--- src/rtl/ysyx_22050243_pkg.sv ---
// Shared decode constants for the core: opcodes, funct3 access encodings,
// and the load/store unit state type plus its byte-lane mask helper.
package ysyx_22050243_pkg;

    localparam int LSU_XLEN = 64;

    localparam logic [6:0] OP_LOAD  = 7'b0000011;
    localparam logic [6:0] OP_STORE = 7'b0100011;

    localparam logic [2:0] F3_LB  = 3'b000;
    localparam logic [2:0] F3_LH  = 3'b001;
    localparam logic [2:0] F3_LW  = 3'b010;
    localparam logic [2:0] F3_LD  = 3'b011;
    localparam logic [2:0] F3_LBU = 3'b100;
    localparam logic [2:0] F3_LHU = 3'b101;
    localparam logic [2:0] F3_LWU = 3'b110;

    localparam logic [2:0] F3_SB = 3'b000;
    localparam logic [2:0] F3_SH = 3'b001;
    localparam logic [2:0] F3_SW = 3'b010;
    localparam logic [2:0] F3_SD = 3'b011;

    typedef enum logic [1:0] {
        IDLE = 2'd0,
        REQ  = 2'd1,
        WAIT = 2'd2,
        DONE = 2'd3
    } lsu_state_t;

    // funct3[1:0] encodes access size for both loads and stores.
    function automatic logic [7:0] size_mask(input logic [1:0] sz);
        case (sz)
            2'b00:   size_mask = 8'h01;
            2'b01:   size_mask = 8'h03;
            2'b10:   size_mask = 8'h0F;
            default: size_mask = 8'hFF;
        endcase
    endfunction

endpackage

--- src/rtl/ysyx_22050243_lsu_align.sv ---
// Combinational lane logic: store data/mask placement from the live request,
// and load lane extraction with sign/zero extension from the captured request.
module ysyx_22050243_lsu_align
    import ysyx_22050243_pkg::*;
(
    input  logic [1:0]  st_size,
    input  logic [2:0]  st_off,
    input  logic [63:0] st_wdata_in,
    output logic [63:0] st_wdata,
    output logic [7:0]  st_wmask,
    output logic        aligned,
    input  logic [2:0]  ld_funct3,
    input  logic [2:0]  ld_off,
    input  logic [63:0] ld_rdata,
    output logic [63:0] ld_data
);

    logic [63:0] shifted;

    always_comb begin
        st_wdata = st_wdata_in << {st_off, 3'b000};
        st_wmask = size_mask(st_size) << st_off;
        case (st_size)
            2'b00:   aligned = 1'b1;
            2'b01:   aligned = ~st_off[0];
            2'b10:   aligned = (st_off[1:0] == 2'b00);
            default: aligned = (st_off == 3'b000);
        endcase
    end

    always_comb begin
        shifted = ld_rdata >> {ld_off, 3'b000};
        case (ld_funct3)
            F3_LB:   ld_data = {{56{shifted[7]}}, shifted[7:0]};
            F3_LH:   ld_data = {{48{shifted[15]}}, shifted[15:0]};
            F3_LW:   ld_data = {{32{shifted[31]}}, shifted[31:0]};
            F3_LBU:  ld_data = {56'b0, shifted[7:0]};
            F3_LHU:  ld_data = {48'b0, shifted[15:0]};
            F3_LWU:  ld_data = {32'b0, shifted[31:0]};
            default: ld_data = shifted;
        endcase
    end

endmodule

--- src/rtl/ysyx_22050243_lsu.sv ---
// Load/store unit: one bus transaction per memory instruction, stalling the
// core until the response (load data or write ack) arrives.
module ysyx_22050243_lsu
    import ysyx_22050243_pkg::*;
#(
    parameter int XLEN   = 64,
    parameter int ADDR_W = 64
) (
    input  logic              clk,
    input  logic              rst,
    input  logic              mem_r,
    input  logic              mem_w,
    input  logic [2:0]        funct3,
    input  logic [ADDR_W-1:0] addr,
    input  logic [XLEN-1:0]   wdata,
    output logic              lsu_stall,
    output logic              lsu_done,
    output logic [XLEN-1:0]   load_data,
    output logic              misalign,
    output logic              req_valid,
    input  logic              req_ready,
    output logic              req_we,
    output logic [ADDR_W-1:0] req_addr,
    output logic [XLEN-1:0]   req_wdata,
    output logic [7:0]        req_wmask,
    input  logic              rsp_valid,
    input  logic [XLEN-1:0]   rsp_rdata,
    output logic [1:0]        dbg_state
);

    // Handshake: a request transfers on a cycle with req_valid & req_ready;
    // req_* hold steady from the capture edge until that cycle. A response
    // counts only when rsp_valid is seen in WAIT or alongside the accept.

    lsu_state_t        state_q, state_d;
    logic [ADDR_W-1:0] addr_q, addr_d;
    logic [2:0]        f3_q, f3_d;
    logic              we_q, we_d;
    logic [XLEN-1:0]   wdata_q, wdata_d;
    logic [7:0]        wmask_q, wmask_d;
    logic [XLEN-1:0]   load_q, load_d;

    logic              access;
    logic              aligned;
    logic              start;
    logic              rsp_take;
    logic [63:0]       st_wdata;
    logic [7:0]        st_wmask;
    logic [63:0]       ld_data;

    ysyx_22050243_lsu_align u_align (
        .st_size     (funct3[1:0]),
        .st_off      (addr[2:0]),
        .st_wdata_in (wdata),
        .st_wdata    (st_wdata),
        .st_wmask    (st_wmask),
        .aligned     (aligned),
        .ld_funct3   (f3_q),
        .ld_off      (addr_q[2:0]),
        .ld_rdata    (rsp_rdata),
        .ld_data     (ld_data)
    );

    assign access   = mem_r | mem_w;
    assign start    = ~rst & (state_q == IDLE) & access & aligned;
    assign rsp_take = rsp_valid & (((state_q == REQ) & req_ready) | (state_q == WAIT));

    always_ff @(posedge clk) begin
        if (rst) begin
            state_q <= IDLE;
            addr_q  <= '0;
            f3_q    <= '0;
            we_q    <= 1'b0;
            wdata_q <= '0;
            wmask_q <= '0;
            load_q  <= '0;
        end else begin
            state_q <= state_d;
            addr_q  <= addr_d;
            f3_q    <= f3_d;
            we_q    <= we_d;
            wdata_q <= wdata_d;
            wmask_q <= wmask_d;
            load_q  <= load_d;
        end
    end

    always_comb begin
        state_d = state_q;
        case (state_q)
            IDLE:    if (start) state_d = REQ;
            REQ:     if (req_ready) state_d = rsp_valid ? DONE : WAIT;
            WAIT:    if (rsp_valid) state_d = DONE;
            default: state_d = IDLE;
        endcase
    end

    // A load wins when the decoder raises both mem_r and mem_w.
    always_comb begin
        addr_d  = addr_q;
        f3_d    = f3_q;
        we_d    = we_q;
        wdata_d = wdata_q;
        wmask_d = wmask_q;
        load_d  = load_q;
        if (start) begin
            addr_d  = addr;
            f3_d    = funct3;
            we_d    = ~mem_r;
            wdata_d = st_wdata;
            wmask_d = mem_r ? 8'h00 : st_wmask;
        end
        if (rsp_take) begin
            load_d = we_q ? '0 : ld_data;
        end
    end

    always_comb begin
        req_valid = (state_q == REQ);
        lsu_done  = (state_q == DONE);
        lsu_stall = start | (state_q == REQ) | (state_q == WAIT);
        misalign  = ~rst & (state_q == IDLE) & access & ~aligned;
        req_we    = we_q;
        req_addr  = {addr_q[ADDR_W-1:3], 3'b000};
        req_wdata = wdata_q;
        req_wmask = wmask_q;
        load_data = load_q;
        dbg_state = state_q;
    end

endmodule

--- config.mk ---
export PLATFORM = sky130hd
export DESIGN_NAME = ysyx_22050243_lsu
export DESIGN_NICKNAME = d
export VERILOG_FILES = /design/src/rtl/ysyx_22050243_pkg.sv /design/src/rtl/ysyx_22050243_lsu_align.sv /design/src/rtl/ysyx_22050243_lsu.sv
export SDC_FILE = /design/constraint.sdc
export NUM_CORES = 1
export LEC_CHECK = 0
export BUFFER_PORTS_ARGS = -buffer_cell sky130_fd_sc_hd__buf_2
export CORE_ASPECT_RATIO = 1.5
export CORE_MARGIN = 5
export CORE_UTILIZATION = 30
export CTS_CLUSTER_DIAMETER = 200
export DETAILED_ROUTE_END_ITERATION = 6
export SYNTH_ARGS = -nofsm -noshare
export SYNTH_HDL_FRONTEND = slang
export SYNTH_SLANG_ARGS = --single-unit
--- constraint.sdc ---
create_clock -name clk -period 2.5 [get_ports clk]
set_input_delay 0.125 -clock clk [delete_from_list [all_inputs] [get_ports clk]]
set_output_delay 0.125 -clock clk [all_outputs]
set_load 0.005 [all_outputs]
### After elaboration in Yosys (flattened, before gate mapping)

Cells that the tools add are included.

* eq/ne operators: 13
* shifts and indexed selects: 3
* multiplexer cells: 10
* bitwise gates (word level): 14
* reduce and logical (&&, ||, !) cells: 6

Operators with widths (number)
* case mux 64 bit (6 select lines): 1
* two-way mux 64 bit: 1
* << shifter 64 x 6 -> 64 bit: 1
* >> shifter 64 x 6 -> 64 bit: 1
* case mux 8 bit (3 select lines): 1
* == test 3 bit (second input constant): 3
* two-way mux 8 bit: 1
* << shifter 8 x 3 -> 8 bit: 1
* AND 1 bit: 6
* == test 2 bit (second input constant): 3
* zero test 2 bit: 3
* zero test 3 bit: 2
* two-way mux 2 bit: 3
* case mux 2 bit (3 select lines): 1
* == test 2 x 1 -> 1 bit (second input constant): 2
* != test 2 bit (second input constant): 2
* inverter 1 bit: 4
* bitwise OR 1 bit: 4
* == test 3 x 1 -> 1 bit (second input constant): 1
* == test 3 x 2 -> 1 bit (second input constant): 1
* case mux 1 bit (3 select lines): 1
* AND reduction 3 bit: 1
* != test 2 x 1 -> 1 bit (second input constant): 1
* two-way mux 1 bit: 1

* bits in registers: 206
* output and inout port bits: 207
* logic and storage cells: 53

### Logic depth before layout (Yosys ltp)

* depth in word-level cells: 6
* depth in mapped cells: 9
* depth with buffers taken out: 7

### Modules after synthesis

A second synthesis with hierarchy kept.

* cells, all modules: 1403
* area, all modules: 13503.0 um^2

By module, submodules not included
* ysyx_22050243_lsu: times used 1, cells each 850, area each 9206.3 um^2
* ysyx_22050243_lsu_align: times used 1, cells each 553, area each 4296.6 um^2

### Worst setup path after synthesis

Ideal clock, no wire load.

* path type: register -> register
* start: register state_q[1] (netlist: dbg_state[1])
* end: register load_q[14] (netlist: load_data[14])
* setup time: 122 ps
* arrival time: 2027 ps
* data required time: 2378 ps
* path slack: 351 ps
* cell stages (with the launch flop): 10
* buffers on the path: 2
* clock period less this slack: 2149 ps
* cell sequence: dfxtp_1 -> inv_1 -> ha_1 -> a21o_1 -> nand2_1 -> clkbuf_1 -> or3_1 -> buf_2 -> nor2_1 -> a221o_1

* longest elaborated chain between the ends: 4
* elaborated cells between the ends (all ways): 5

Ends and longest elaborated chain
* start, declared: line ysyx_22050243_lsu.sv:35 `lsu_state_t state_q, state_d;`
* start signal, assigned: line ysyx_22050243_lsu.sv:78 `state_q <= state_d;`
* == test 2 x 1 -> 1 bit
* net req_valid: line ysyx_22050243_lsu.sv:20 `output logic req_valid,`
* AND 1 bit: line ysyx_22050243_lsu.sv:66 `assign rsp_take = rsp_valid & (((state_q == REQ) & req_ready) | (state_q == WAIT));`
* bitwise OR 1 bit: line ysyx_22050243_lsu.sv:66
* AND 1 bit: line ysyx_22050243_lsu.sv:66
* end signal, assigned: line ysyx_22050243_lsu.sv:84 `load_q <= load_d;`
* end, declared: line ysyx_22050243_lsu.sv:41 `logic [XLEN-1:0] load_q, load_d;`

The timed path passes the listed nets, and every way through them passes these cells.
A chain may end at the register's enable or synchronous reset.

### Final worst setup path

* start: register state_q[0] (netlist: dbg_state[0])
* end: output lsu_stall

* longest elaborated chain between the ends: 6
* elaborated cells between the ends (all ways): 8

Ends and longest elaborated chain
* zero test 2 bit: line ysyx_22050243_lsu.sv:65 `assign start = ~rst & (state_q == IDLE) & access & aligned;`
* AND 1 bit (3 in series): line ysyx_22050243_lsu.sv:65
* bitwise OR 1 bit: line ysyx_22050243_lsu.sv:121 `lsu_stall = start | (state_q == REQ) | (state_q == WAIT);`
* bitwise OR 1 bit *: line ysyx_22050243_lsu.sv:121
* end, declared: line ysyx_22050243_lsu.sv:16 `output logic lsu_stall,`

Mark *: on every way between the ends. The rest lies on a longest branch, timed or not.

==> flow_metrics.py <==
metrics = {
    "cells_and_area": {
        "layout_commonest_cell": "buf_2",
        "fin_area_um2": 15190,
        "nNetsFinal": 1922,
        "drive_above_1_share_pct": 34.58,
        "syn2layout_area_growth_pct": 34.35,
        "layout.cells.most_common_list": "402 x buf_2, 227 x nand2_1, 202 x dfxtp_1",
        "nFillCells": 3774,
        "layoutNonFillerInstCount": 2227,
    },
    "place": {
        "hpwlAfterDp_um": 33310,
        "io_buffers": 404,
        "dpl_cell_area_um2": 13400,
        "dp.cells": 2098,
        "gp_congestion": 0.9341,
    },
    "sta": {
        "tightest_slew_ns": 0.9873,
        "maxSlewHeadroom_pct": 33.68,
        "layout_min_cycle_time_ns": 2.333,
        "hold_violations": 0,
        "rsz0062_at_grt": "no",
        "finalClockSkew_ns": 0.02158,
        "drv_slew": 0,
        "setup_tns_ns": 0,
        "timing.final.crit_share_pct": 93.33,
        "finalSetupViolCount": 0,
        "max_clock_freq_mhz": 428.6,
    },
    "worst_hold_path": {
        "hold_path_class": "primary input to flip-flop",
    },
    "clock_network": {
        "postCtsSetupBuffers": 0,
        "htree_levels": 1,
        "clock-root-buffer": "clkbuf_16",
        "numCtsBuffers": 24,
        "cts_tree": "built",
        "cts_sinks": 206,
        "clk_pin_slew_worst_paths_ns": 0.07,
        "cts_buffer_depth": 3,
        "worstSkewPairLatency_ns": 0.53,
    },
    "global_routing": {
        "overflow": 0,
        "antenna_found_initial": 5,
        "grt_max_degree": 105,
        "grt.total_usage_pct": 20.07,
        "grt_pass1_wl_um": 67140,
        "grt_pass1_vias": 11430,
    },
    "floorplan": {
        "start_util_pct": 30.19,
        "chipHeight_um": 247.8,
        "pin_count": 408,
        "die_w_um": 168.5,
        "core_um2": 37450,
        "rows": 87,
        "die-area_um2": 41750,
    },
    "worst_setup_path": {
        "startpoint_type": "flip-flop",
        "cp.arrival_ns": 2.21,
        "crit_fanout": 12,
        "critical_path_class": "flip-flop to output pin",
        "end_kind": "output pin",
        "worst_ep_required_time_ns": 2.38,
    },
    "power_and_ir_drop": {
        "p_leak_nw": 6.623,
        "p_per_area_nw_per_um2": 740.7,
        "switching_share_pct": 31.44,
        "ir_drop_uv": 440.7,
        "p_switching_mw": 3.537,
        "comb_power_share_pct": 27.5,
        "internal_power_mw": 7.714,
        "clock_power_share_pct": 37.9,
        "seqPwrFrac_pct": 34.7,
    },
    "yosys": {
        "yosys_warnings": 0,
        "syn_area_um2": 11310,
        "avgSynthCellArea_um2": 8.406,
        "ys_seq_area_share_pct": 36.48,
        "synth_seq_cells": 206,
        "synth_cell_types": 64,
        "synth_edf_count": 0,
        "async_reset_ff_share_pct": 0,
        "synthCells": 1345,
        "synth_ff_type": "dfxtp_1",
    },
    "routing": {
        "final_antenna_net_count": 0,
        "firstDrtPassIters": 5,
        "vias": 11520,
        "wl_um": 44580,
        "wl_per_cell_um": 20.02,
        "drc": 0,
        "drtIter0Drc": 756,
        "via_per_inst": 5.171,
    },
    "run": {
        "drv_cap": 0,
    },
    "status": {
        "status": "complete, no violations",
    },
}
-- area by class of cell --
cell class                 count  area (µm²)  area share, %
multi-input combinational    946        6176          40.66
sequential                   206        4129          27.18
timing repair buffer         526        3261          21.47
clock buffer                  31       678.2          4.465
tap                          489       611.8          4.028
clock inverter                13       276.5          1.820
inverter                      13       50.05         0.3295
antenna                        3       7.507        0.04942
-- synth_stat cells, types with 3 or more instances --
library cell	number	area share, %
a211oi_1	15	1.0
a21oi_1	75	3.3
a221o_1	23	2.0
a22oi_1	20	1.3
a2bb2oi_1	18	1.4
a31oi_1	6	0.33
and2_1	12	0.66
buf_1	12	0.40
buf_2	27	1.2
buf_4	67	4.4
buf_6	5	0.50
clkbuf_1	71	2.4
dfxtp_1	206	36
ha_1	4	0.44
inv_1	10	0.33
inv_2	3	0.10
mux2_2	29	2.9
mux2i_1	79	7.0
mux4_2	27	5.4
nand2_1	228	7.6
nand2b_1	5	0.28
nand3_1	47	2.1
nor2_1	83	2.8
nor2b_1	16	0.89
nor3_1	21	0.93
o21ai_0	142	6.3
o21ai_2	24	1.9
o22ai_1	3	0.17
o31ai_1	14	0.93
o31ai_2	6	0.66
o32a_1	3	0.27
o32ai_1	4	0.31
or2_2	4	0.22
or3_1	3	0.17
-- state kept, by name (all words and copies together) (netlist names) --
register	count
addr_q	64
load_data	64
req_wdata	64
req_wmask	8
f3_q	3
dbg_state	2
req_we	1
-- kinds of logic after synthesis --
family / after synthesis / synth area share, %
mux: 136 / 15.39
other cells: 1 / 0.03317
simple gates: 433 / 16.72
fa+ha+maj: 4 / 0.4427
flops: 206 / 36.48
compound gates: 370 / 21.60
buf+inv: 195 / 9.329
-- power by group through the flow --
stage                     combinational, mW  sequential, mW  clock, mW
after floorplan                        1.95            3.91          0
after global placement                 2.94            3.95          0
after detailed placement               2.97            3.96          0
after CTS                              3.08            3.90       4.36
after global routing                   3.35            3.94       4.50
final                                  3.09            3.90       4.26
-- worst max-delay path, stage by stage (launching register included) --
cell and delay [ns]:
dfxtp_2 0.36, inv_1 0.08, ha_1 0.22, nor2b_2 0.18, nand2_2 0.11, nor2_4 0.06
buf_4 0.19, or3_1 0.30, buf_2 0.17
-- metal layers --
metal | vias to the layer above | global-route usage [%] | share of wire, %
met5 | - | 0 | 0.047
met4 | 4 | 10.20 | 5.1
met3 | 115 | 3.824 | 6.9
met2 | 515 | 35.84 | 50
met1 | 5418 | 22.73 | 38
li1 | 5463 | - | -
-- through the flow --
step	hold slack, ns	util (%)	setup WS [ns]	total power, mW
detailed placement	0.3259	35.78	0.3695	6.932
global placement	0.3191	35.78	0.4268	6.889
global route	0.04439	40.56	0.03127	11.80
floorplan	0.2207	-	0.3508	5.861
finish	0.03936	40.56	0.1668	11.25
CTS	0.02035	40.52	0.009652	11.34
-- worst paths after layout --
check | end | slack, ns | start | depth (start not counted)
worst min-delay path | dbg_state[0]$_SDFFE_PP0P_ | 0.04 | req_ready | 5
worst min register to register | req_wdata[27]$_SDFFE_PP0P_ | 0.45 | req_wdata[27]$_SDFFE_PP0P_ | 2
worst max register to register | load_data[63]$_SDFFE_PP0P_ | 0.33 | addr_q[1]$_SDFFE_PP0P_ | 6
worst max-delay path | lsu_stall | 0.17 | dbg_state[0]$_SDFFE_PP0P_ | 8
-- what timing repair did --
action	4_1_cts	5_1_grt
hold buffers	82	0
endpoints found under the setup margin	0	1
resized for setup	0	4
endpoints found under the hold margin	91	0
Note: power is estimated with default switching activity, not from simulation.
